File: config.mk
export PLATFORM = sky130hd
export DESIGN_NAME = id_ex_reg
export DESIGN_NICKNAME = d
export VERILOG_FILES = /design/src/rtl/riscv_pkg.sv /design/src/rtl/id_ex_reg_wb_bypass.sv /design/src/rtl/id_ex_reg.sv
export SDC_FILE = /design/constraint.sdc
export NUM_CORES = 1
export LEC_CHECK = 0
export BUFFER_PORTS_ARGS = -buffer_cell sky130_fd_sc_hd__buf_2
export CORE_AREA = 4 4 141 143
export CTS_BUF_LIST = sky130_fd_sc_hd__clkbuf_4 sky130_fd_sc_hd__clkbuf_8
export DETAILED_ROUTE_END_ITERATION = 8
export DIE_AREA = 0 0 145 147
export GPL_TIMING_DRIVEN = 0
export PLACE_DENSITY = 0.78
export REMOVE_ABC_BUFFERS = 1
export SYNTH_ARGS = -nofsm -noshare
export SYNTH_HDL_FRONTEND = slang
export SYNTH_SLANG_ARGS = --single-unit
File: constraint.sdc
create_clock -name clk -period 2.75 [get_ports clk]
set_input_delay 0 -clock clk [delete_from_list [all_inputs] [get_ports clk]]
set_output_delay 0 -clock clk [all_outputs]
set_load 0.05 [all_outputs]
File: src/rtl/riscv_pkg.sv
// Shared decode/execute definitions: datapath widths, the x0 index, the
// all-zero control bundle, and the per-edge action of the ID/EX register.
package riscv_pkg;

  localparam int XLEN  = 32;
  localparam int REGW  = 5;
  localparam int CTRLW = 16;

  localparam logic [REGW-1:0]  X0       = '0;
  localparam logic [CTRLW-1:0] CTRL_NOP = '0;

  // What the execute slot does on the next rising edge.
  typedef enum logic [1:0] {
    SLOT_CAPTURE = 2'd0,  // load the decode-stage instruction
    SLOT_BUBBLE  = 2'd1,  // load an all-zero NOP
    SLOT_HOLD    = 2'd2   // keep contents, refresh operands from writeback
  } slot_op_e;

  // Flush beats hold; an empty decode slot captures as a bubble, but only
  // when the execute stage is actually advancing.
  function automatic slot_op_e slot_op(input logic valid_d,
                                       input logic hold_e,
                                       input logic flush_e);
    slot_op_e op;
    if (flush_e)       op = SLOT_BUBBLE;
    else if (hold_e)   op = SLOT_HOLD;
    else if (!valid_d) op = SLOT_BUBBLE;
    else               op = SLOT_CAPTURE;
    return op;
  endfunction

endpackage

File: src/rtl/id_ex_reg_wb_bypass.sv
// Writeback bypass for one operand: substitutes the value being written this
// edge when it targets the operand's source register. x0 never bypasses.
module wb_bypass
  import riscv_pkg::*;
#(
  parameter int XLEN = riscv_pkg::XLEN,
  parameter int REGW = riscv_pkg::REGW
) (
  input  logic [REGW-1:0] rs,
  input  logic [XLEN-1:0] rdata,
  input  logic            we_w,
  input  logic [REGW-1:0] rd_w,
  input  logic [XLEN-1:0] result_w,
  output logic [XLEN-1:0] operand
);

  logic hit;

  // Hit when the writeback lands on the register this operand reads.
  assign hit     = we_w && (rd_w != REGW'(X0)) && (rd_w == rs);
  assign operand = hit ? result_w : rdata;

endmodule

File: src/rtl/id_ex_reg.sv
// ID/EX pipeline register. Captures decode operands with a same-edge
// writeback bypass, keeps held operands current during stalls, inserts
// bubbles on flush or empty decode, and flags load-use hazards.
module id_ex_reg
  import riscv_pkg::*;
#(
  parameter int XLEN  = riscv_pkg::XLEN,
  parameter int REGW  = riscv_pkg::REGW,
  parameter int CTRLW = riscv_pkg::CTRLW
) (
  input  logic             clk,
  input  logic             reset_n,
  // decode stage
  input  logic             valid_d,
  input  logic [REGW-1:0]  rs1_d,
  input  logic [REGW-1:0]  rs2_d,
  input  logic [REGW-1:0]  rd_d,
  input  logic [XLEN-1:0]  rd1_d,
  input  logic [XLEN-1:0]  rd2_d,
  input  logic [XLEN-1:0]  imm_d,
  input  logic [XLEN-1:0]  pc_d,
  input  logic [CTRLW-1:0] ctrl_d,
  input  logic             is_load_d,
  // writeback port (same nets that drive the register file)
  input  logic             we_w,
  input  logic [REGW-1:0]  rd_w,
  input  logic [XLEN-1:0]  result_w,
  // hazard control
  input  logic             hold_e,
  input  logic             flush_e,
  // execute stage
  output logic             valid_e,
  output logic [REGW-1:0]  rs1_e,
  output logic [REGW-1:0]  rs2_e,
  output logic [REGW-1:0]  rd_e,
  output logic [XLEN-1:0]  rd1_e,
  output logic [XLEN-1:0]  rd2_e,
  output logic [XLEN-1:0]  imm_e,
  output logic [XLEN-1:0]  pc_e,
  output logic [CTRLW-1:0] ctrl_e,
  output logic             is_load_e,
  output logic             load_use
);

  logic             valid_e_q,   valid_e_d;
  logic [REGW-1:0]  rs1_e_q,     rs1_e_d;
  logic [REGW-1:0]  rs2_e_q,     rs2_e_d;
  logic [REGW-1:0]  rd_e_q,      rd_e_d;
  logic [XLEN-1:0]  rd1_e_q,     rd1_e_d;
  logic [XLEN-1:0]  rd2_e_q,     rd2_e_d;
  logic [XLEN-1:0]  imm_e_q,     imm_e_d;
  logic [XLEN-1:0]  pc_e_q,      pc_e_d;
  logic [CTRLW-1:0] ctrl_e_q,    ctrl_e_d;
  logic             is_load_e_q, is_load_e_d;

  logic [XLEN-1:0]  cap_rd1, cap_rd2;
  logic [XLEN-1:0]  hold_rd1, hold_rd2;
  slot_op_e         op;

  // Capture path: decode operands corrected for a write on the same edge.
  wb_bypass #(.XLEN(XLEN), .REGW(REGW)) u_cap_rs1 (
    .rs(rs1_d), .rdata(rd1_d), .we_w(we_w), .rd_w(rd_w),
    .result_w(result_w), .operand(cap_rd1)
  );

  wb_bypass #(.XLEN(XLEN), .REGW(REGW)) u_cap_rs2 (
    .rs(rs2_d), .rdata(rd2_d), .we_w(we_w), .rd_w(rd_w),
    .result_w(result_w), .operand(cap_rd2)
  );

  // Hold path: held operands refreshed by writebacks arriving during a stall.
  wb_bypass #(.XLEN(XLEN), .REGW(REGW)) u_hold_rs1 (
    .rs(rs1_e_q), .rdata(rd1_e_q), .we_w(we_w), .rd_w(rd_w),
    .result_w(result_w), .operand(hold_rd1)
  );

  wb_bypass #(.XLEN(XLEN), .REGW(REGW)) u_hold_rs2 (
    .rs(rs2_e_q), .rdata(rd2_e_q), .we_w(we_w), .rd_w(rd_w),
    .result_w(result_w), .operand(hold_rd2)
  );

  assign op = slot_op(valid_d, hold_e, flush_e);

  // Next-state selection for the execute slot: capture, bubble or hold.
  always_comb begin
    // NOTE: every next-state signal gets a default before the case so no
    // path leaves it unassigned; otherwise synthesis infers a latch.
    valid_e_d   = valid_e_q;
    rs1_e_d     = rs1_e_q;
    rs2_e_d     = rs2_e_q;
    rd_e_d      = rd_e_q;
    rd1_e_d     = rd1_e_q;
    rd2_e_d     = rd2_e_q;
    imm_e_d     = imm_e_q;
    pc_e_d      = pc_e_q;
    ctrl_e_d    = ctrl_e_q;
    is_load_e_d = is_load_e_q;

    unique case (op)
      SLOT_CAPTURE: begin
        valid_e_d   = 1'b1;
        rs1_e_d     = rs1_d;
        rs2_e_d     = rs2_d;
        rd_e_d      = rd_d;
        rd1_e_d     = cap_rd1;
        rd2_e_d     = cap_rd2;
        imm_e_d     = imm_d;
        pc_e_d      = pc_d;
        ctrl_e_d    = ctrl_d;
        is_load_e_d = is_load_d;
      end
      SLOT_HOLD: begin
        // A bubble has nothing to refresh; only a live slot tracks writebacks.
        if (valid_e_q) begin
          rd1_e_d = hold_rd1;
          rd2_e_d = hold_rd2;
        end
      end
      default: begin
        valid_e_d   = 1'b0;
        rs1_e_d     = REGW'(X0);
        rs2_e_d     = REGW'(X0);
        rd_e_d      = REGW'(X0);
        rd1_e_d     = '0;
        rd2_e_d     = '0;
        imm_e_d     = '0;
        pc_e_d      = '0;
        ctrl_e_d    = CTRLW'(CTRL_NOP);
        is_load_e_d = 1'b0;
      end
    endcase
  end

  // Execute-slot registers; asynchronous reset clears the slot to a NOP.
  always_ff @(posedge clk or negedge reset_n) begin
    if (!reset_n) begin
      valid_e_q   <= 1'b0;
      rs1_e_q     <= REGW'(X0);
      rs2_e_q     <= REGW'(X0);
      rd_e_q      <= REGW'(X0);
      rd1_e_q     <= '0;
      rd2_e_q     <= '0;
      imm_e_q     <= '0;
      pc_e_q      <= '0;
      ctrl_e_q    <= CTRLW'(CTRL_NOP);
      is_load_e_q <= 1'b0;
    end else begin
      // NOTE: non-blocking assignments so every register samples the
      // pre-edge next-state values regardless of statement order.
      valid_e_q   <= valid_e_d;
      rs1_e_q     <= rs1_e_d;
      rs2_e_q     <= rs2_e_d;
      rd_e_q      <= rd_e_d;
      rd1_e_q     <= rd1_e_d;
      rd2_e_q     <= rd2_e_d;
      imm_e_q     <= imm_e_d;
      pc_e_q      <= pc_e_d;
      ctrl_e_q    <= ctrl_e_d;
      is_load_e_q <= is_load_e_d;
    end
  end

  // Load in execute whose destination is read by the decode instruction.
  assign load_use = valid_e_q && is_load_e_q && (rd_e_q != REGW'(X0)) &&
                    valid_d && ((rd_e_q == rs1_d) || (rd_e_q == rs2_d));

  assign valid_e   = valid_e_q;
  assign rs1_e     = rs1_e_q;
  assign rs2_e     = rs2_e_q;
  assign rd_e      = rd_e_q;
  assign rd1_e     = rd1_e_q;
  assign rd2_e     = rd2_e_q;
  assign imm_e     = imm_e_q;
  assign pc_e      = pc_e_q;
  assign ctrl_e    = ctrl_e_q;
  assign is_load_e = is_load_e_q;

endmodule

Word-level counts from Yosys, hierarchy flattened --
Index checks and enable logic that the tools add are counted.
Storage, ports and cells: output and inout port bits 162, word-level logic and storage cells 54, flip-flop bits (word level) 161
Cells by class: multiplexer cells 19, equality and inequality tests 10, reductions and logical operators 15
Operator list (number):
- 32-bit one-hot mux with 2 select lines | 4
- 32-bit two-way mux | 6
- 16-bit one-hot mux with 2 select lines | 1
- 5-bit equality test | 6
- 5-bit one-hot mux with 2 select lines | 3
- 5-bit nonzero test | 2
- 1-bit logical AND | 9
- 2-bit two-way mux | 2
- 2-bit by 1-bit != test with 1-bit output, second input constant | 2
- 1-bit one-hot mux with 2 select lines | 2
- 2-bit AND reduction | 2
- 2-bit equality test, second input constant | 1
- 2-bit zero test | 1
- 2-bit != test, second input constant | 1
- 1-bit logical OR | 1
- 1-bit two-way mux | 1

Logic depth before layout (Yosys ltp) --
Gate-level depths: netlist of run 1.
depth after elaboration 6, depth in mapped cells 8

Modules after synthesis --
Synthesis of run 1 repeated with hierarchy kept, for this count alone.
Unflattened totals: cells, all modules 832, area, all modules 9447.8 µm²
By module, submodules not included:
- id_ex_reg | instances 1, area each 7070.5 µm², cells an instance 652
- wb_bypass | instances 4, area each 594.3 µm², cells an instance 45

Worst setup path before layout of run 1 --
OpenSTA, ideal clock, no wires.
path kind reg-to-reg, start point reg rs1_e_q[0] (netlist: rs1_e[0]), end point reg rd1_e_q[10] (netlist: rd1_e[10]), required time 2.673 ns, path buffers 2, library setup time 0.077 ns, arrival time 1.996 ns, stages on the path, launching flop included 8, setup slack 0.678 ns, clock period less this slack 2.072 ns, path through dfrtp_1 > xnor2_1 > nand3_1 > or4_1 > buf_4 > a21o_4 > buf_6 > o21ai_1
On the way: longest elaborated chain between the ends 4
Ends and longest elaborated chain:
- from (decl) | RTL line id_ex_reg.sv:46 | logic [REGW-1:0] rs1_e_q, rs1_e_d;
- from (signal assigned) | RTL line id_ex_reg.sv:138 | rs1_e_q <= REGW'(X0);
- from (signal assigned) | RTL line id_ex_reg.sv:151 | rs1_e_q <= rs1_e_d;
- 5-bit equality test | RTL line id_ex_reg_wb_bypass.sv:20 | assign hit = we_w && (rd_w != REGW'(X0)) && (rd_w == rs);
- 1-bit logical AND | RTL line id_ex_reg_wb_bypass.sv:20
- 2-bit by 1-bit != test with 1-bit output (no source line)
- 2-bit AND reduction (no source line)
- to (signal assigned) | RTL line id_ex_reg.sv:154 | rd1_e_q <= rd1_e_d;
- to (decl) | RTL line id_ex_reg.sv:49 | logic [XLEN-1:0] rd1_e_q, rd1_e_d;
No other way between the ends. A chain may end at the register's enable or synchronous reset.

Worst setup path after layout of run 1 --
start point in rs2_d[2], end point reg rd2_e_q[25] (netlist: rd2_e[25])
On the way: longest elaborated chain between the ends 4
Ends and longest elaborated chain:
- from (decl) | RTL line id_ex_reg.sv:16 | input logic [REGW-1:0] rs2_d,
- 5-bit equality test | RTL line id_ex_reg_wb_bypass.sv:20
- 1-bit logical AND | RTL line id_ex_reg_wb_bypass.sv:20
- 32-bit two-way mux | RTL line id_ex_reg_wb_bypass.sv:21 | assign operand = hit ? result_w : rdata;
- 32-bit one-hot mux with 2 select lines | RTL line id_ex_reg.sv:99 | unique case (op)
- to (signal assigned) | RTL line id_ex_reg.sv:155 | rd2_e_q <= rd2_e_d;
- to (decl) | RTL line id_ex_reg.sv:50 | logic [XLEN-1:0] rd2_e_q, rd2_e_d;
No other way between the ends.

==> flow_metrics.tcl, run 1 <==
set metrics [dict create \
    status "completed" \
    cts-root-buf "clkbuf_8" \
    r2r-end "rd1_e[12]" \
    fp-row-count 50 \
    tightest_slew_ns 0.984 \
    io_buffers 364 \
    grt_usage 0.296 \
    final.setup.worst_slack_ns 0.0792 \
    dp_slack_ns -0.394 \
    die_height_um 147 \
    rsz0062_at_grt "false" \
    cellPowerDensity_mw_per_mm2 487 \
    cts_made_buffers 17 \
    cts_tree "done" \
    synth_edf_count 0 \
    crit_chain "dlygate4sd3_1 -> buf_2 -> xnor2_1 -> nand3_2 -> or2_2 -> a31oi_1 -> a31oi_1" \
    grt_pass1_vias 9493 \
    synthCells 756 \
    post-route-cell-area_sq_mm 0.0122 \
    cp_slowest_stage_delay_ns 0.93 \
    critPathTopFamily "simple AND/OR/NAND/NOR gates" \
    hold_viol 0 \
    ys_seq_area_frac 0.515 \
    fillers 1329 \
    criticalPathCategory "in2reg" \
    die_area_sq_mm 0.0213 \
    fin_util 0.656 \
    yosys_warnings 0 \
    synth_top_area_share 0.515 \
    cp_slowest_cell "or2_2" \
    clock_power_share 0.299 \
    cp_max_fo 33 \
    critPathLaunchType "input port" \
    switching_share 0.369 \
    crit_start "rs2_d[2]" \
    total_power_mw 5.94 \
    drtIter0Drc 849 \
    reg2reg_from "rs1_e[4]" \
    fmax_ghz 0.374 \
    vias_per_cell 6.02 \
    core-area_sq_mm 0.0186 \
    antenna_found_initial 1 \
    fin_crit_sh 0.971 \
    antenna_left 0 \
    setup_viol 0 \
    ys_ff_latch 161 \
    path_buf_inv 2 \
    path_clk_slew_ns 0.12 \
    switching_power_mw 2.20 \
    overflow 0 \
    dpl.hpwl_um 18500 \
    ios 365 \
    gp_congestion 0.830 \
    postRouteWirelength_um 32400 \
    cp_data_required_time_ns 3.07 \
    crit_top_cell "a31oi_1" \
    p_int_mw 3.75 \
    worstSetupEndpointType "flop" \
    cts_buffer_depth 2 \
    insertion_delay_ns 0.45 \
    synthToLayoutAreaGrowth_pct 56.1 \
    vias 9125 \
    grt_pass1_wl_um 51100 \
    seqPwrFrac 0.434 \
    critPathCapture "rd2_e[25]" \
    min_period_ns 2.67 \
    syn_area_per_cell_sq_um 10.3 \
    synth_cell_types 35 \
    ys_top_cells_by_area "dfrtp_1, a22o_1, a31oi_1" \
    vdd_drop_max_mv 0.347 \
    synth_area_sq_mm 0.00782 \
    maxCapViolCount 0 \
    holdWs_ns 0.0420 \
    final_cell_mix "buf_2, dlygate4sd3_1, dfrtp_1" \
    power_leakage_nw 5.86 \
    dieWidth_um 145 \
    dp_cells 1287 \
    initial_utilization 0.421 \
    regArea_sq_mm 0.00403 \
    fin_cells 1517 \
    dr.pass1.iters 5 \
    layout_commonest_cell "buf_2" \
    hold_start "hold_e" \
    h-tree-depth 4 \
    reg2reg_depth 5 \
    critical_path_arrival_ns 2.99 \
    clkSinkCount 161 \
    relSlewSlack 0.343 \
    drive_above_1_share 0.338 \
    synthArstFlopShare 1.00 \
    r2r_slack_ns 0.13 \
    synth_largest_area_cell "dfrtp_1" \
    fin_setup_tns_ns 0 \
    place_area_sq_mm 0.00981 \
    remaining_drc_errors 0 \
    cts_setup_buffers 0 \
    hold_path_class "in2reg" \
    post_drt_wl_per_cell_um 21.4 \
    nNetsFinal 1471 \
    grt_max_degree 95 \
    fin_skew_ns 0.0252 \
    slew_violations 0 \
    synth-main-ff-cell "dfrtp_1" \
    cp.depth 7 \
    multi_input_area_sq_mm 0.00337 \
    combPwrFrac 0.268 \
]
==> worst min-delay path by stage <==
| stage | end | slack (ns) | depth (start not counted) |
|---|---|---|---|
| 2_1_floorplan | ctrl_e[0] | -0.30 | 0 |
| 3_3_place_gp | pc_e[8] | 0.22 | 2 |
| 3_5_place_dp | rd2_e[14] | -0.01 | 1 |
| 4_1_cts | rd_e[4] | 0.04 | 3 |
| 5_1_grt | rd_e[1] | 0.03 | 3 |
| 6_report | rd_e[1] | 0.04 | 3 |
==> cell usage after synthesis (all sizes together), types with 4 or more instances <==
master,number
nor2,32
o21ai,32
nand2,38
xor2,10
clkbuf,56
nand3,37
nor4,63
a311oi,31
a22o,96
a21oi,33
or4,4
xnor2,20
and2,32
buf,32
a31oi,63
dfrtp,161
==> power groups by stage <==
| stage | Combinational, mW | Sequential [mW] | Clock, mW |
|---|---|---|---|
| after global placement | 1.29 | 2.61 | 0 |
| after floorplan | 0.357 | 3.05 | 0 |
| after global routing | 1.67 | 2.59 | 1.91 |
| after CTS | 1.54 | 2.57 | 1.81 |
| final | 1.59 | 2.58 | 1.77 |
| after detailed placement | 1.32 | 2.61 | 0 |
==> sequential cells by signal (all words and copies together) (netlist names) <==
| register | cells |
|---|---|
| ctrl_e | 16 |
| rs2_e | 5 |
| rs1_e | 5 |
| rd2_e | 32 |
| pc_e | 32 |
| valid_e | 1 |
| imm_e | 32 |
| rd1_e | 32 |
| is_load_e | 1 |
| rd_e | 5 |
==> worst min-delay path, cell delays in order <==
cell     delay (ns)
buf_2          0.13
nor3b_4        0.10
a22o_1         0.23
==> metal layers <==
metal / part of all wire / track usage / vias to the layer above
met5: 0 / 0 / -
met4: 0.058 / 0.169 / 0
met3: 0.099 / 0.0756 / 169
met2: 0.48 / 0.494 / 730
met1: 0.36 / 0.351 / 4298
li1: - / - / 3928
==> final cells by class <==
cell class / instances / area share
Timing Repair Buffer: 581 / 0.336
Sequential cell: 161 / 0.330
Multi-Input combinational cell: 506 / 0.276
Tap cell: 234 / 0.0240
Clock buffer: 17 / 0.0192
Clock inverter: 15 / 0.0132
Antenna cell: 2 / 0.000410
Inverter: 1 / 0.000308
==> logic make-up after synthesis <==
family / synth area share
flip-flops: 0.515
multiplexers: 0.00144
AO/OA/AOI/OAI: 0.248
buffers and inverters: 0.0589
AND/OR/NAND/NOR: 0.143
XOR/XNOR: 0.0336
==> repair_timing <==
| action | CTS | global route |
|---|---|---|
| gates resized for setup | 1 | 1 |
| hold buffers | 195 | 0 |
| setup endpoints to repair | 1 | 2 |
| pin swaps | 0 | 1 |
| endpoints found under the hold margin | 238 | 0 |
No activity file was read; power rests on OpenSTA's default activity.
==> run 2: changes to the inputs <==
- PLACE_DENSITY: 0.78 -> 0.71
==> flow_metrics.tcl, run 2 (synthesis results as in run 1) <==
set metrics [dict create \
    status "completed" \
    cp_slowest_cell "or4_2" \
    reg2reg_depth 5 \
    path_buf_inv 0 \
    grt_pass1_wl_um 49800 \
    dp_cells 1287 \
    initial_utilization 0.421 \
    grt_usage 0.290 \
    cts_made_buffers 17 \
    min_period_ns 2.66 \
    postRouteWirelength_um 31500 \
    tightest_slew_ns 0.948 \
    grt_pass1_vias 9253 \
    ios 365 \
    layout_commonest_cell "buf_2" \
    seqPwrFrac 0.428 \
    crit_chain "xnor2_1 -> nand3_1 -> or4_2 -> a21o_4 -> o21ai_1" \
    path_clk_slew_ns 0.10 \
    drive_above_1_share 0.338 \
    power_leakage_nw 5.85 \
    cts_tree "done" \
    cp_max_fo 33 \
    gp_congestion 0.841 \
    crit_start "rs1_e[0]" \
    holdWs_ns 0.0438 \
    cp.depth 5 \
    critPathTopFamily "simple AND/OR/NAND/NOR gates" \
    overflow 0 \
    grt_max_degree 91 \
    dieWidth_um 145 \
    cts-root-buf "clkbuf_8" \
    slew_violations 0 \
    rsz0062_at_grt "false" \
    critical_path_arrival_ns 3.02 \
    die_area_sq_mm 0.0213 \
    maxCapViolCount 0 \
    fin_skew_ns 0.0213 \
    core-area_sq_mm 0.0186 \
    critPathCapture "rd1_e[2]" \
    worstSetupEndpointType "flop" \
    r2r-end "rd1_e[2]" \
    cts_setup_buffers 0 \
    switching_share 0.353 \
    fin_setup_tns_ns 0 \
    criticalPathCategory "reg2reg" \
    cp_slowest_stage_delay_ns 1.08 \
    vias 8842 \
    r2r_slack_ns 0.09 \
    p_int_mw 3.89 \
    cts_buffer_depth 2 \
    fin_crit_sh 0.966 \
    hold_path_class "in2reg" \
    antenna_found_initial 1 \
    insertion_delay_ns 0.45 \
    total_power_mw 6.01 \
    die_height_um 147 \
    critPathLaunchType "flop" \
    fmax_ghz 0.376 \
    io_buffers 364 \
    reg2reg_from "rs1_e[0]" \
    cp_data_required_time_ns 3.11 \
    setup_viol 0 \
    post_drt_wl_per_cell_um 20.8 \
    drtIter0Drc 687 \
    clkSinkCount 161 \
    fp-row-count 50 \
    combPwrFrac 0.263 \
    hold_viol 0 \
    dr.pass1.iters 5 \
    remaining_drc_errors 0 \
    fin_cells 1514 \
    vias_per_cell 5.84 \
    cellPowerDensity_mw_per_mm2 493 \
    switching_power_mw 2.12 \
    h-tree-depth 4 \
    dpl.hpwl_um 18600 \
    nNetsFinal 1470 \
    vdd_drop_max_mv 0.298 \
    synthToLayoutAreaGrowth_pct 56.0 \
    final_cell_mix "buf_2, dlygate4sd3_1, dfrtp_1" \
    relSlewSlack 0.367 \
    antenna_left 0 \
    clock_power_share 0.309 \
]
==> run 2: how the worst min path moves through the flow <==
stage	endpoint	from	slack, ns	cells after the start
after floorplan	ctrl_e[0]	reset_n	-0.30	0
after global placement	pc_e[25]	pc_d[25]	0.22	2
after detailed placement	rd2_e[15]	reset_n	-0.000005	1
final	imm_e[28]	hold_e	0.04	3
after global routing	imm_e[28]	hold_e	0.01	3
after CTS	pc_e[22]	hold_e	0.03	3
==> run 2: timing repair <==
action | in CTS | in global routing
endpoints found under the setup margin | 9 | 16
pin swaps | 0 | 0
gates resized for setup | 1 | 2
hold buffers | 195 | 0
endpoints found under the hold margin | 235 | 0
==> run 2: stage by stage <==
stage,area (sq um),util,setup slack [ns]
floorplan,7360,-,-9.32
global placement,9470,0.510,-15.34
detailed placement,9820,0.529,-0.400
CTS,12200,0.655,0.0691
global route,12200,0.656,0.0241
finish,12200,0.656,0.0930
==> run 2: per-layer routing <==
metal	routed length (um)	vias to the layer above	global-route usage
met4	1370	0	0.143
met2	15400	570	0.483
met1	12000	4229	0.350
met5	0	-	0
met3	2720	109	0.0762
li1	-	3934	-
==> run 2: area by class of cell <==
cell class | count | area [sq um]
sequential | 161 | 4030
clock buffer | 17 | 234
antenna | 1 | 2.50
multi-input combinational | 506 | 3370
fill | 1379 | 6390
timing repair buffer | 580 | 4090
inverter | 1 | 3.75
tap | 234 | 293
clock inverter | 14 | 171
==> run 2: power groups by stage <==
stage	registers, mW	logic (mW)	clock network, mW
final	2.57	1.58	1.86
after global routing	2.59	1.66	1.99
after CTS	2.57	1.55	1.88
after detailed placement	2.61	1.33	0
after global placement	2.61	1.30	0
after floorplan	3.05	0.357	0
==> run 2: worst min-delay path: stages <==
cell and delay (ns):
buf_2 0.12, nor3b_4 0.10, a22o_1 0.24
